## src/rtl/br_wr_arbiter_pkg.sv

```systemverilog
// rtl/br_wr_arbiter_pkg.sv - shared BR widths and register constants
package br_wr_arbiter_pkg;

  localparam int BR_XLEN  = 32;
  localparam int BR_AW    = 5;
  localparam int BR_CW    = 16;
  localparam int REG_ZERO = 0;

endpackage

```

## src/rtl/br_wr_slot.sv

```systemverilog
// rtl/br_wr_slot.sv - one-entry pending write slot with x0 drop and read-address match
module br_wr_slot
  import br_wr_arbiter_pkg::*;
#(
  parameter int XLEN = BR_XLEN,
  parameter int AW   = BR_AW
) (
  input  logic            clk,
  input  logic            rst_n,
  input  logic            push,
  input  logic [AW-1:0]   push_addr,
  input  logic [XLEN-1:0] push_data,
  input  logic            clear,
  input  logic [AW-1:0]   qa1,
  input  logic [AW-1:0]   qa2,
  output logic            v,
  output logic [AW-1:0]   addr,
  output logic [XLEN-1:0] data,
  output logic            match1,
  output logic            match2
);

  logic keep;

  // Writes to x0 complete the handshake but never occupy the slot.
  assign keep = push && (push_addr != AW'(REG_ZERO));

  always_ff @(posedge clk) begin
    if (!rst_n) begin
      v    <= 1'b0;
      addr <= '0;
      data <= '0;
    end else if (keep) begin
      v    <= 1'b1;
      addr <= push_addr;
      data <= push_data;
    end else if (clear) begin
      v <= 1'b0;
    end
  end

  assign match1 = v && (qa1 != AW'(REG_ZERO)) && (addr == qa1);
  assign match2 = v && (qa2 != AW'(REG_ZERO)) && (addr == qa2);

endmodule

```

## src/rtl/br_wr_arbiter.sv

```systemverilog
// rtl/br_wr_arbiter.sv - round-robin arbiter sharing the BR write port between two writeback sources
module br_wr_arbiter
  import br_wr_arbiter_pkg::*;
#(
  parameter int XLEN = BR_XLEN,
  parameter int AW   = BR_AW,
  parameter int CW   = BR_CW
) (
  input  logic            clk,
  input  logic            rst_n,
  input  logic            req0_valid,
  input  logic [AW-1:0]   req0_addr,
  input  logic [XLEN-1:0] req0_data,
  output logic            req0_ready,
  input  logic            req1_valid,
  input  logic [AW-1:0]   req1_addr,
  input  logic [XLEN-1:0] req1_data,
  output logic            req1_ready,
  input  logic [AW-1:0]   qa1,
  input  logic [AW-1:0]   qa2,
  output logic            stall1,
  output logic            stall2,
  output logic [AW-1:0]   a3,
  output logic [XLEN-1:0] wd3,
  output logic            we,
  output logic [CW-1:0]   conflict_cnt
);

  logic            s0_v, s1_v;
  logic [AW-1:0]   s0_addr, s1_addr;
  logic [XLEN-1:0] s0_data, s1_data;
  logic            s0_m1, s0_m2, s1_m1, s1_m2;
  logic            gnt0, gnt1;
  logic            prio;

  // Grants are masked during reset so a slot being discarded never reaches BR.
  assign gnt0 = rst_n && s0_v && (!s1_v || !prio);
  assign gnt1 = rst_n && s1_v && (!s0_v ||  prio);

  assign req0_ready = rst_n && (!s0_v || gnt0);
  assign req1_ready = rst_n && (!s1_v || gnt1);

  br_wr_slot #(.XLEN(XLEN), .AW(AW)) u_slot0 (
    .clk       (clk),
    .rst_n     (rst_n),
    .push      (req0_valid && req0_ready),
    .push_addr (req0_addr),
    .push_data (req0_data),
    .clear     (gnt0),
    .qa1       (qa1),
    .qa2       (qa2),
    .v         (s0_v),
    .addr      (s0_addr),
    .data      (s0_data),
    .match1    (s0_m1),
    .match2    (s0_m2)
  );

  br_wr_slot #(.XLEN(XLEN), .AW(AW)) u_slot1 (
    .clk       (clk),
    .rst_n     (rst_n),
    .push      (req1_valid && req1_ready),
    .push_addr (req1_addr),
    .push_data (req1_data),
    .clear     (gnt1),
    .qa1       (qa1),
    .qa2       (qa2),
    .v         (s1_v),
    .addr      (s1_addr),
    .data      (s1_data),
    .match1    (s1_m1),
    .match2    (s1_m2)
  );

  always_comb begin
    we  = gnt0 || gnt1;
    a3  = '0;
    wd3 = '0;
    if (gnt0) begin
      a3  = s0_addr;
      wd3 = s0_data;
    end else if (gnt1) begin
      a3  = s1_addr;
      wd3 = s1_data;
    end
  end

  assign stall1 = s0_m1 || s1_m1;
  assign stall2 = s0_m2 || s1_m2;

  always_ff @(posedge clk) begin
    if (!rst_n) begin
      prio         <= 1'b0;
      conflict_cnt <= '0;
    end else begin
      if (gnt0)      prio <= 1'b1;
      else if (gnt1) prio <= 1'b0;
      if (s0_v && s1_v && (conflict_cnt != {CW{1'b1}}))
        conflict_cnt <= conflict_cnt + CW'(1);
    end
  end

endmodule

```

## config.mk

```make
export PLATFORM = sky130hd
export DESIGN_NAME = br_wr_arbiter
export DESIGN_NICKNAME = d
export VERILOG_FILES = /design/src/rtl/br_wr_arbiter_pkg.sv /design/src/rtl/br_wr_slot.sv /design/src/rtl/br_wr_arbiter.sv
export SDC_FILE = /design/constraint.sdc
export NUM_CORES = 1
export LEC_CHECK = 0
export CORE_ASPECT_RATIO = 2
export CORE_UTILIZATION = 30
export CTS_CLUSTER_SIZE = 8
export DETAILED_ROUTE_END_ITERATION = 8
export PLACE_DENSITY = 0.61
export SLEW_MARGIN = 10
export SYNTH_ARGS = -nofsm -noshare
export SYNTH_HDL_FRONTEND = slang
export SYNTH_SLANG_ARGS = --single-unit
```

## constraint.sdc

```tcl
create_clock -name clk -period 7.8 [get_ports clk]
set_input_delay 2.34 -clock clk [delete_from_list [all_inputs] [get_ports clk]]
set_output_delay 2.34 -clock clk [all_outputs]
set_load 0.1 [all_outputs]
```

==> flow_metrics.env <==
export IMPL_outcome="completed"
export IMPL_drt_wl_total_um=15860
export IMPL_power_leakage_uw=0.002222
export IMPL_die_x_um=87.82
export IMPL_synth_edf_count=0
export IMPL_syn_inst=544
export IMPL_drc=0
export IMPL_tightest_slew_ns=1.127
export IMPL_drt_pass1_iterations=4
export IMPL_final_cell_area_um2=6320
export IMPL_setup_ws_ns=0.7856
export IMPL_io_pins=146
export IMPL_place_congestion=0.8321
export IMPL_required_ns=5.46
export IMPL_dp_cells=838
export IMPL_start_util=0.3079
export IMPL_hpwl_um=11110
export IMPL_cts_sinks=93
export IMPL_drive_gt1_frac=0.1192
export IMPL_gr_total_overflow=0
export IMPL_power_uw=1106
export IMPL_startpoint="rst_n"
export IMPL_r2r_slack_ns=5.32
export IMPL_nNetsFinal=747
export IMPL_root_buffer="clkbuf_16"
export IMPL_maxCapViolCount=0
export IMPL_critPathSlowestCell="and2_2"
export IMPL_syn_to_final_growth_pct=43.01
export IMPL_clockBufferDepth=2
export IMPL_wire_per_inst_um=18.50
export IMPL_start_kind="input port"
export IMPL_p_per_area_nw_per_um2=175.1
export IMPL_first_iter_violations=202
export IMPL_grt_pass1_vias=4961
export IMPL_synth_nets=633
export IMPL_via_per_inst=5.498
export IMPL_detail_route_antenna_nets=0
export IMPL_fin_skew_ns=0.007375
export IMPL_numCtsBuffers=9
export IMPL_core_um2=14350
export IMPL_crit_chain="clkdlybuf4s50_1 -> a21boi_0 -> and2_2 -> a22o_1 -> buf_4"
export IMPL_path_class="input port to output port"
export IMPL_r2r_cells=4
export IMPL_place_ws_ns=0.8093
export IMPL_finalCriticalPeriod_ns=7.014
export IMPL_yosys_register_bits=93
export IMPL_grt_max_degree=92
export IMPL_rsz0062_at_grt="false"
export IMPL_setup_viol_count_final=0
export IMPL_grt_pass1_wl_um=25180
export IMPL_avgSynthCellArea_um2=8.124
export IMPL_synth_top_flop_cell="dfxtp_1"
export IMPL_period_share=0.8993
export IMPL_critPathCaptureType="output port"
export IMPL_placement_rows=62
export IMPL_crit_fanout=37
export IMPL_critical_path_max_stage_delay_ns=0.75
export IMPL_htreeDepth=3
export IMPL_worstPathArrival_ns=4.67
export IMPL_num_vias=4712
export IMPL_die_y_um=173.6
export IMPL_postCtsSetupBuffers=0
export IMPL_vdd_drop_max_uv=100.4
export IMPL_rr_endpoint="u_slot1.data[2]"
export IMPL_ys_seq_area_frac=0.4213
export IMPL_hold_viol=0
export IMPL_antenna_found_initial=2
export IMPL_fin_tns_setup_ns=0
export IMPL_reg2reg_from="u_slot0.v"
export IMPL_finalNonFillerCells=857
export IMPL_async_reset_ff_frac=0
export IMPL_slew_viol_final=0
export IMPL_crit_end="wd3[1]"
export IMPL_hold_path_class="flip-flop to flip-flop"
export IMPL_die_area_um2=15250
export IMPL_io_buffers=145
export IMPL_clock_fmax_mhz=142.6
export IMPL_dpl_instance_area_um2=6003
export IMPL_insertion_delay_ns=0.34
export IMPL_yosys_warnings=0
export IMPL_clk_pin_slew_worst_paths_ns=0.07
export IMPL_fill_cells=1419
export IMPL_cts_tree="yes"
export IMPL_syn_area_um2=4419
export IMPL_ctsResizeCount=0
export IMPL_track_usage=0.2142
export IMPL_synth_distinct_cells=42
export IMPL_slew_headroom=0.2487
export IMPL_holdBufCountCts=0
==> power breakdown <==
part           total [uW]  internal, uW  leakage (uW)  switching, uW
sequential            511           494      0.000758           17.2
clock                 427           237      0.000143            190
combinational         168          71.1       0.00132           96.9
total                1110           802       0.00222            304
==> layout make-up <==
class / count / area (um^2) / share of cell area
diodes: 2 / 5.005 / 0.0007919
flip-flops and latches: 93 / 1862 / 0.2946
inverters: 7 / 26.28 / 0.004158
clock buffers: 11 / 252.7 / 0.03999
multi-input cells: 396 / 2367 / 0.3746
repair buffers: 151 / 1524 / 0.2411
clock inverters: 5 / 42.54 / 0.006731
well taps: 192 / 240.2 / 0.03801
==> kinds of logic (layout without fill, tap and decap cells) <==
| group | after synthesis | in the layout | synth area share |
|---|---|---|---|
| xor+xnor | 21 | 21 | 0.04162 |
| other cells | 0 | 2 | 0 |
| simple gates | 147 | 147 | 0.1823 |
| fa+ha+maj | 1 | 1 | 0.002831 |
| flops | 93 | 93 | 0.4213 |
| buf+inv | 55 | 174 | 0.04898 |
| compound gates | 227 | 227 | 0.3029 |
==> worst max-delay path, delay by kind of cell <==
family                 cells  cell delay (ns)
AOI/OAI and AO/OA          2             0.60
and+or+nand+nor            1             0.75
buffers and inverters      2             0.97
==> metrics by stage <==
step                hold WS, ns    util
floorplan                0.4536       -
global placement         0.4617  0.4183
detailed placement       0.4687  0.4183
CTS                      0.4762  0.4389
global route             0.4990  0.4404
finish                   0.4765  0.4404
==> cell usage after synthesis, types with 2 or more instances <==
library cell,n,share of area
a21boi_0,2,0.0034
a21oi_1,93,0.11
a22o_1,37,0.073
a22oi_1,2,0.0034
and2_1,4,0.0057
and3_1,2,0.0028
buf_1,3,0.0025
buf_2,8,0.0091
clkbuf_1,37,0.031
dfxtp_1,93,0.42
inv_1,7,0.0059
nand2_1,23,0.020
nand3_1,75,0.085
nand4_1,4,0.0057
nand4_4,2,0.0096
nor2_1,8,0.0068
nor3_1,3,0.0034
nor4_1,5,0.0071
o21ai_0,81,0.092
o31ai_1,4,0.0068
o41ai_1,2,0.0040
or3_1,4,0.0057
or4_1,7,0.012
xnor2_1,4,0.0079
xor2_1,17,0.034
==> state kept, by name (all words and copies together), names as in the netlist <==
register      flops
u_slot1.data     32
u_slot0.addr      5
u_slot0.data     32
u_slot1.addr      5
conflict_cnt     16
prio              1
u_slot1.v         1
u_slot0.v         1
==> per-layer routing <==
layer  share of wire  global-route usage  routed length (um)
met5               0                   0                   0
met4           0.041              0.1202                 656
met3           0.049             0.03952                 779
met2            0.55              0.3960                8754
met1            0.36              0.2149                5666
==> cell usage in the layout (no fill, tap or decap), types with 3 or more instances in the layout <==
master             n
a21oi_1           91
nand2_1           23
nand3_1           75
nor3_1             3
nor4_1             5
xor2_1            17
dfxtp_1           93
or4_1              7
o21ai_0           81
buf_4             37
clkdlybuf4s50_1  103
or3_1              4
inv_1              6
buf_12            10
nor2_1             8
o31ai_1            4
xnor2_1            4
a22o_1            37
clkbuf_16          9
nand4_1            4
==> how the worst min path moves through the flow <==
| stage | from | end | slack (ns) | cells past startpoint |
|---|---|---|---|---|
| floorplan | u_slot0.data[0] | u_slot0.data[0] | 0.45 | 2 |
| global placement | u_slot0.data[17] | u_slot0.data[17] | 0.46 | 2 |
| detailed placement | u_slot0.data[15] | u_slot0.data[15] | 0.47 | 2 |
| CTS | u_slot0.data[15] | u_slot0.data[15] | 0.48 | 2 |
| global route | u_slot1.data[16] | u_slot1.data[16] | 0.50 | 2 |
| finish | u_slot0.data[15] | u_slot0.data[15] | 0.48 | 2 |
No activity file was read; power rests on OpenSTA's default activity.
